<file path="src/rtl/sample_capture_buffer_if.sv">
// Sample-stream, control and read-port bundle for sample_capture_buffer.
interface sample_capture_buffer_if #(
  parameter int DATA_W = 8,
  parameter int ADDR_W = 8
);
  logic                     start;
  logic                     abort;
  logic                     s_valid;
  logic signed [DATA_W-1:0] s_data;
  logic                     s_ready;
  logic                     rd_en;
  logic [ADDR_W-1:0]        rd_addr;
  logic signed [DATA_W-1:0] rd_data;
  logic                     rd_valid;
  logic                     busy;
  logic                     done;
  logic [ADDR_W:0]          count;
  logic [DATA_W-1:0]        peak;

  modport master (
    output start, abort, s_valid, s_data, rd_en, rd_addr,
    input  s_ready, rd_data, rd_valid, busy, done, count, peak
  );

  modport slave (
    input  start, abort, s_valid, s_data, rd_en, rd_addr,
    output s_ready, rd_data, rd_valid, busy, done, count, peak
  );
endinterface

</file>
<file path="src/rtl/sample_capture_buffer.sv">
// Threshold-triggered capture of signed samples into a 2**ADDR_W RAM with a registered read port.
// Optional peak-magnitude tracking is enabled by defining SAMPLE_CAPTURE_PEAK_EN.
module sample_capture_buffer #(
   parameter int DATA_W = 8,
   parameter int ADDR_W = 8,
   parameter int THRESH = 20
) (
   input logic                   clk,
   input logic                   rst_n,
   sample_capture_buffer_if.slave bus
);

   localparam int DEPTH = 1 << ADDR_W;
   localparam logic [DATA_W:0] THRESH_M = (DATA_W+1)'(THRESH);

   localparam logic [1:0] IDLE    = 2'd0;
   localparam logic [1:0] ARMED   = 2'd1;
   localparam logic [1:0] CAPTURE = 2'd2;
   localparam logic [1:0] DONE    = 2'd3;

   // Magnitude needs one extra bit so that the most negative code maps to +2**(DATA_W-1).
   function automatic logic [DATA_W:0] mag_f(input logic signed [DATA_W-1:0] s);
      logic [DATA_W:0] x;
      x = {s[DATA_W-1], s};
      return s[DATA_W-1] ? (~x + 1'b1) : x;
   endfunction

   logic [1:0]          state_q, state_d;
   logic [ADDR_W-1:0]   ptr_q, ptr_d;
   logic [ADDR_W:0]     count_q, count_d;
   logic                busy_q, done_q;
   logic                rd_valid_q;
   logic signed [DATA_W-1:0] rd_data_q;
   logic signed [DATA_W-1:0] mem [DEPTH];

   logic                we;
   logic                clr_peak;
   logic                accept;
   logic [DATA_W:0]     mag;

   assign mag    = mag_f(bus.s_data);
   assign accept = bus.s_valid && (state_q != DONE);

   always_comb begin
      state_d  = state_q;
      ptr_d    = ptr_q;
      count_d  = count_q;
      we       = 1'b0;
      clr_peak = 1'b0;
      case (state_q)
         IDLE, DONE: begin
            if (bus.start) begin
               state_d  = ARMED;
               ptr_d    = '0;
               count_d  = '0;
               clr_peak = 1'b1;
            end
         end
         ARMED: begin
            if (bus.abort) begin
               state_d = IDLE;
            end else if (accept && (mag >= THRESH_M)) begin
               we      = 1'b1;
               ptr_d   = ptr_q + ADDR_W'(1);
               count_d = count_q + (ADDR_W+1)'(1);
               state_d = CAPTURE;
            end
         end
         default: begin
            // Aborting drops the sample offered in the same cycle.
            if (bus.abort) begin
               state_d = IDLE;
            end else if (accept) begin
               we      = 1'b1;
               ptr_d   = ptr_q + ADDR_W'(1);
               count_d = count_q + (ADDR_W+1)'(1);
               if (ptr_q == '1) state_d = DONE;
            end
         end
      endcase
   end

   always_ff @(posedge clk or negedge rst_n) begin
      if (!rst_n) begin
         state_q <= IDLE;
         ptr_q   <= '0;
         count_q <= '0;
         busy_q  <= 1'b0;
         done_q  <= 1'b0;
      end else begin
         state_q <= state_d;
         ptr_q   <= ptr_d;
         count_q <= count_d;
         busy_q  <= (state_d == ARMED) || (state_d == CAPTURE);
         done_q  <= (state_d == DONE);
      end
   end

   always_ff @(posedge clk) begin
      if (we) mem[ptr_q] <= bus.s_data;
   end

   // Nonblocking RAM update makes a same-address read return the old word.
   always_ff @(posedge clk or negedge rst_n) begin
      if (!rst_n) begin
         rd_data_q  <= '0;
         rd_valid_q <= 1'b0;
      end else begin
         rd_valid_q <= bus.rd_en;
         if (bus.rd_en) rd_data_q <= mem[bus.rd_addr];
      end
   end

`ifdef SAMPLE_CAPTURE_PEAK_EN
   logic              pk_vld_q;
   logic [DATA_W-1:0] pk_mag_q, peak_q;

   // The max is folded in one cycle after the write; a re-arm discards any pending update.
   always_ff @(posedge clk or negedge rst_n) begin
      if (!rst_n) begin
         pk_vld_q <= 1'b0;
         pk_mag_q <= '0;
         peak_q   <= '0;
      end else if (clr_peak) begin
         pk_vld_q <= 1'b0;
         peak_q   <= '0;
      end else begin
         pk_vld_q <= we;
         pk_mag_q <= mag[DATA_W-1:0];
         if (pk_vld_q && (pk_mag_q > peak_q)) peak_q <= pk_mag_q;
      end
   end

   assign bus.peak = peak_q;
`else
   assign bus.peak = '0;
`endif

   assign bus.s_ready  = (state_q != DONE);
   assign bus.busy     = busy_q;
   assign bus.done     = done_q;
   assign bus.count    = count_q;
   assign bus.rd_data  = rd_data_q;
   assign bus.rd_valid = rd_valid_q;

endmodule

</file>
<file path="src/flat_wrapper.sv">
// flat-port wrapper written by rule: the top's interface ports become plain ports
module sample_capture_buffer_flat 
#(
   parameter int DATA_W = 8,
   parameter int ADDR_W = 8,
   parameter int THRESH = 20
)
  (clk, rst_n, bus_start, bus_abort, bus_s_valid, bus_s_data, bus_rd_en, bus_rd_addr, bus_s_ready, bus_rd_data, bus_rd_valid, bus_busy, bus_done, bus_count, bus_peak);
  sample_capture_buffer_if #(.DATA_W(DATA_W), .ADDR_W(ADDR_W)) bus_i ();
  input logic clk;
  input logic rst_n;
  input wire logic [$bits(bus_i.start)-1:0] bus_start;
  input wire logic [$bits(bus_i.abort)-1:0] bus_abort;
  input wire logic [$bits(bus_i.s_valid)-1:0] bus_s_valid;
  input wire logic [$bits(bus_i.s_data)-1:0] bus_s_data;
  input wire logic [$bits(bus_i.rd_en)-1:0] bus_rd_en;
  input wire logic [$bits(bus_i.rd_addr)-1:0] bus_rd_addr;
  output wire logic [$bits(bus_i.s_ready)-1:0] bus_s_ready;
  output wire logic [$bits(bus_i.rd_data)-1:0] bus_rd_data;
  output wire logic [$bits(bus_i.rd_valid)-1:0] bus_rd_valid;
  output wire logic [$bits(bus_i.busy)-1:0] bus_busy;
  output wire logic [$bits(bus_i.done)-1:0] bus_done;
  output wire logic [$bits(bus_i.count)-1:0] bus_count;
  output wire logic [$bits(bus_i.peak)-1:0] bus_peak;
  assign bus_i.start = bus_start;
  assign bus_i.abort = bus_abort;
  assign bus_i.s_valid = bus_s_valid;
  assign bus_i.s_data = bus_s_data;
  assign bus_i.rd_en = bus_rd_en;
  assign bus_i.rd_addr = bus_rd_addr;
  assign bus_s_ready = bus_i.s_ready;
  assign bus_rd_data = bus_i.rd_data;
  assign bus_rd_valid = bus_i.rd_valid;
  assign bus_busy = bus_i.busy;
  assign bus_done = bus_i.done;
  assign bus_count = bus_i.count;
  assign bus_peak = bus_i.peak;
  sample_capture_buffer #(.DATA_W(DATA_W), .ADDR_W(ADDR_W), .THRESH(THRESH)) u_core (.clk(clk), .rst_n(rst_n), .bus(bus_i));
endmodule
</file>
<file path="config.mk">
export PLATFORM = sky130hd
export DESIGN_NAME = sample_capture_buffer_flat
export DESIGN_NICKNAME = d
export VERILOG_FILES = /design/src/rtl/sample_capture_buffer_if.sv /design/src/rtl/sample_capture_buffer.sv /design/src/flat_wrapper.sv
export SDC_FILE = /design/constraint.sdc
export NUM_CORES = 2
export LEC_CHECK = 0
export CAP_MARGIN = 0
export CORE_MARGIN = 8
export CORE_UTILIZATION = 30
export CTS_CLUSTER_SIZE = 8
export DETAILED_ROUTE_END_ITERATION = 8
export PLACE_DENSITY = 0.47
export SYNTH_ARGS = -nofsm -noshare
export SYNTH_HDL_FRONTEND = slang
export SYNTH_SLANG_ARGS = --single-unit
</file>
<file path="constraint.sdc">
create_clock -name clk -period 2.7 [get_ports clk]
set_input_delay 0.27 -clock clk [delete_from_list [all_inputs] [get_ports clk]]
set_output_delay 0.27 -clock clk [all_outputs]
set_load 0.05 [all_outputs]
</file>
Word-level counts from Yosys, hierarchy flattened
Memories as Yosys holds them, arrays and structs flattened. A register that Yosys moved wholly into a read port is not among the register bits. Index checks and enable logic that the tools add are counted.

Bitwise logic cells: 1. Add/subtract/negate cells: 3. Reduce and logical (&&, ||, !) cells: 8. Equality and inequality tests: 11. Magnitude comparators: 1. Multiplexer cells: 27.

Operator list (count): $mux W9 (6); $mux W8 (5); $add A9 B1 Y9 const B (2); $pmux W9 S2 (1); $pmux W8 S2 (1); $mux W2 (6); $ge A9 B5 Y1 const B (1); $not A9 Y9 (1); $add A8 B1 Y8 const B (1); $eq A8 B8 Y1 const B (1); $eq A2 B2 Y1 const B (3); $mux W1 (6); $ne A2 B2 Y1 const B (3); $reduce_and A5 Y1 (1); $eq A2 B1 Y1 const B (2); $ne A2 B1 Y1 const B (2); $pmux W2 S2 (1); $reduce_bool A3 Y1 (1); $logic_and A1 B1 Y1 (2); $logic_not A2 Y1 (1); $pmux W1 S2 (1); $reduce_or A2 Y1 (1); $logic_not A1 Y1 (1); $logic_or A1 B1 Y1 (1).

Word-level logic and storage cells: 58. Bits of input ports: 22. Bits in writable memories: 2048. Register bits after elaboration: 22. Output and inout port bits: 29. Memories: 1.

Memories: u_core.mem (words 256, bits a word 8, read ports 1, clocked after memory_dff 1, wr ports 1, line sample_capture_buffer.sv:34) `logic signed [DATA_W-1:0] mem [DEPTH];`.

Longest topological paths before layout
Depth after elaboration: 10. Depth in mapped cells: 12.

Least setup slack after synthesis
OpenSTA, ideal clock, no wires.

Kind: flip-flop to flip-flop. Start point: register u_core.state_q[0]. End point: memory u_core.mem[101][0], enable pin. Path buffers: 2. Setup time: 0.370 ns. Cell stages (with the launch flop): 11. Clock period less this slack: 2.960 ns. Path slack: -0.260 ns. Data arrival time: 2.589 ns. Cell sequence: dfrtp_1 ha_1 nand2b_1 a21o_1 a21o_1 or3_1 a21oi_4 buf_8 nand3_4 buf_2 nor2_1.

Longest elaborated chain between the ends: 8.

Ends and longest elaborated chain: start: declaration (line sample_capture_buffer.sv:28) `logic [1:0] state_q, state_d;`; start signal: assignment (line sample_capture_buffer.sv:91) `state_q <= state_d;`; $ne A2 B2 Y1 (line sample_capture_buffer.sv:42) `assign accept = bus.s_valid && (state_q != DONE);`; $logic_and A1 B1 Y1 (line sample_capture_buffer.sv:42); $logic_and A1 B1 Y1 (line sample_capture_buffer.sv:62) `end else if (accept && (mag >= THRESH_M)) begin`; $mux W1 (line sample_capture_buffer.sv:62); $mux W1 (line sample_capture_buffer.sv:60) `if (bus.abort) begin`; $pmux W1 S2 (*) (line sample_capture_buffer.sv:50) `case (state_q)`; $mux W1 (*) (line sample_capture_buffer.sv:100) `if (we) mem[ptr_q] <= bus.s_data;`; $mux W1 (not written as such) (*) (line sample_capture_buffer.sv:100); end: declaration (line sample_capture_buffer.sv:34).

Mark *: on every way between the ends. The rest lies on a longest branch, timed or not.

Worst setup path in the final report
Start point: register u_core.state_q[0]. End point: memory u_core.mem[254][5], enable pin.

The elaborated chain is that of the path after synthesis.

==> results.py <==
metrics = {
    "logic_synthesis": {
        "ys_ff_latch": 2078,
        "muxShareOfSynthArea_pct": 14.32,
        "synthAdderAreaFrac_pct": 0.1532,
        "syn_area_per_cell_um2": 19.72,
        "yosys_warnings": 0,
        "synthXorXnorAreaFrac_pct": 0.03218,
        "synth_top_family_by_area": "multiplexers",
        "syn_area_um2": 81660,
        "synth_edf_count": 2048,
        "synth_simple_gate_area_share_pct": 3.041,
        "synth_compound_area_share_pct": 4.157,
        "yosysSeqAreaShare_pct": 76.23,
        "synth_cell_types": 67,
        "synth_flop_cell": "edfxtp_1",
        "synthArstFlopShare_pct": 1.444,
        "synthCells": 4142,
    },
    "setup_path": {
        "end_kind": "flop",
        "crit_top_cell": "buf_12",
        "critPathSlowestCell": "dfrtp_1",
        "worstPathArrival_ns": 3.59,
        "crit_path_start_kind": "flop",
        "critPathMaxStageDelay_ns": 0.39,
        "reg2reg_slack_ns": -0.25,
        "worst_ep_required_time_ns": 3.34,
        "criticalPathCategory": "flop to flop",
        "path_cells": "ha_2 > nand2b_4 > a21o_1 > a21o_1 > or3_4 > a21oi_4 > buf_12 > nand4_1 > buf_4 > buf_12 > buf_6 > nor2_4 > buf_12",
        "worstPathMaxFanout": 8,
    },
    "status": {
        "violations": "setup timing",
        "status": "finished, violations left",
    },
    "placement": {
        "post-dp-hpwl_um": 171200,
        "dpl_cell_area_um2": 95250,
        "numPortBuffers": 42,
        "place_congestion": 0.8440,
    },
    "clock_network": {
        "worstSkewPairLatency_ns": 0.92,
        "cts_sinks": 2078,
        "htreeDepth": 5,
        "cts_made_buffers": 311,
        "cts_tree": "built",
        "clockBufferDepth": 4,
        "path_clk_slew_ns": 0.05,
        "root_buffer": "clkbuf_16",
    },
    "timing": {
        "rsz0062_at_grt": "yes",
        "final.setup.tns_ns": -167.58,
        "fmax_mhz": 339.4,
        "tightest_slew_ns": 1.152,
        "max_slew_margin_pct": 23.19,
        "skew_ns": 0.09585,
        "layout_min_cycle_time_ns": 2.946,
        "slew_violations": 0,
        "setup_ws_ns": -0.2463,
        "fin_crit_sh_pct": 109.1,
        "setup_viol": 1810,
        "whs_ns": 0.1603,
        "hold_viol_final": 0,
    },
    "power": {
        "p_total_w": 0.07733,
        "powerDensity_nw_per_um2": 731.1,
        "ir_drop_uv": 782.0,
        "power_leakage_nw": 34.63,
    },
    "finish": {
        "final_util_pct": 39.07,
        "final_layout_size_suffix_gt1_share_pct": 36.20,
        "areaGrowthSynthToFinish_pct": 29.53,
        "fin_area_um2": 105800,
        "fill_cells": 24370,
        "nets": 5180,
    },
    "grt": {
        "grt_overflow_total": 0,
        "grt_max_degree": 166,
        "grt_pass1_vias": 45950,
        "grtUsageTotal_pct": 17.51,
        "grt_pass1_wl_um": 360400,
        "antenna_found_initial": 6,
    },
    "route": {
        "wl_um": 259200,
        "drtIter0Drc": 3908,
        "antenna_left": 0,
        "drc": 0,
        "wire_per_inst_um": 29.44,
        "firstDrtPassIters": 6,
        "vias": 44820,
        "vias_per_cell": 5.092,
    },
    "die": {
        "die_w_um": 537.7,
        "core_area_um2": 270800,
        "start_util_pct": 30.16,
        "dieArea_um2": 289100,
        "die_h_um": 537.7,
        "row_count": 191,
        "boundaryPins": 51,
    },
    "min_path": {
        "hp-class": "input pin to flop",
    },
    "flow_run": {
        "cap_violations": 0,
    },
}
## cells in the final DEF (no fill, tap or decap), types with 11 or more instances in the layout
master and n:
nor3_1 42, nand3_1 11, clkbuf_1 69, inv_1 19
edfxtp_1 2048, nor2_1 47, mux4_2 344, o21ai_0 61
a21oi_1 69, buf_12 229, buf_6 132, buf_4 494
clkbuf_16 321, nand3_4 12, a221oi_1 48, a211oi_1 33
buf_8 36, dlygate4sd3_1 12, a2111oi_0 24, nand2_1 109
a22oi_1 13, o22ai_1 108, nor2_4 258, mux2_2 24
o221ai_1 65, dfrtp_1 30, mux2i_1 367, clkdlybuf4s50_1 28
## area by class of cell
cell class                 instances  area (um2)  area share, %
antenna                            3       7.507       0.007097
clock buffer                     385        8167          7.721
clock inverter                    10       78.83        0.07452
inverter                          21       82.58        0.07807
multi-input combinational       1796       19820          18.74
sequential                      2078       62250          58.85
tap                             3570        4467          4.223
timing repair buffer             940       10900          10.31
## final timing paths
kind	start	to	cells after the start
max	u_core.state_q[0]	u_core.mem[254][5]	13
min	bus_s_data[0]	u_core.mem[101][0]	2
max reg2reg	u_core.state_q[0]	u_core.mem[254][5]	13
min reg2reg	u_core.bus.count[8]	u_core.bus.count[8]	2
max in group asynchronous	rst_n	u_core.bus.rd_data[3]	4
min in group asynchronous	rst_n	u_core.bus.count[0]	4
## stage by stage
step | setup WS, ns | std cells
final | -0.2463 | 8803
after global routing | -0.2977 | 8801
after CTS | -0.2623 | 8782
after detailed placement | -1.110 | 8351
after global placement | -1.180 | 8351
after floorplan | -0.05251 | 4149
## critical path, delay by kind of cell, from the launching register on
| family | cells | cell delay [ns] |
|---|---|---|
| and+or+nand+nor | 4 | 0.71 |
| AOI/OAI and AO/OA | 3 | 0.52 |
| buffers and inverters | 5 | 0.81 |
| adders and majority gates | 1 | 0.19 |
| DFF | 1 | 0.39 |
## registers in the layout, indices dropped and copies added, names as in the netlist
signal and cells:
u_core.bus.done 1, u_core.state_q 2, u_core.bus.busy 1, u_core.mem 2048, u_core.bus.count 9, u_core.ptr_q 8, u_core.bus.rd_valid 1, u_core.bus.rd_data 8
## routing by layer
| layer | up-vias | global-route usage (%) | wire length [um] |
|---|---|---|---|
| li1 | 19120 | - | - |
| met1 | 23820 | 24.02 | 111700 |
| met2 | 1531 | 28.97 | 125500 |
| met3 | 354 | 2.836 | 14910 |
| met4 | 0 | 4.757 | 7101 |
| met5 | - | 0 | 0 |
## power breakdown
| group | internal (W) | switching (W) |
|---|---|---|
| clock network | 0.0208 | 0.0131 |
| logic | 0.00247 | 0.00498 |
| registers | 0.0357 | 0.000251 |
| total | 0.0590 | 0.0183 |
## timing repair
| action | CTS | global route |
|---|---|---|
| pin swaps | 65 | 133 |
| cloned | 2 | 5 |
| hold endpoints to repair | 249 | 0 |
| hold buffers | 12 | 0 |
| setup buffers | 22 | 15 |
| setup endpoints to repair | 2039 | 2054 |
| gates resized for setup | 129 | 288 |
## Yosys cell counts (11+ instances only)
library cell / count / area share (%)
nand2b_1: 13 / 0.10
o22ai_1: 108 / 0.83
mux4_2: 344 / 9.5
nand3_1: 16 / 0.098
nor2_1: 305 / 1.4
a221oi_1: 48 / 0.51
a211oi_1: 33 / 0.30
a21oi_1: 69 / 0.42
buf_6: 35 / 0.48
o21ai_0: 61 / 0.37
mux2_2: 24 / 0.33
inv_1: 19 / 0.087
buf_2: 51 / 0.31
o221ai_1: 65 / 0.70
nor3_1: 42 / 0.26
edfxtp_1: 2048 / 75
a2111oi_0: 30 / 0.32
clkbuf_1: 94 / 0.43
buf_8: 11 / 0.20
buf_4: 54 / 0.50
a22oi_1: 13 / 0.12
nand2_1: 116 / 0.53
dfrtp_1: 30 / 0.92
mux2i_1: 367 / 4.5
nor2b_1: 13 / 0.10
## cell families (layout without fill, tap and decap cells)
family	after synthesis	after routing
compound gates	483	483
xor+xnor	3	3
fa+ha+maj	10	10
buf+inv	275	1356
flops	2078	2078
mux	735	735
other cells	1	11
simple gates	557	557
(Power assumes the default switching activity.)
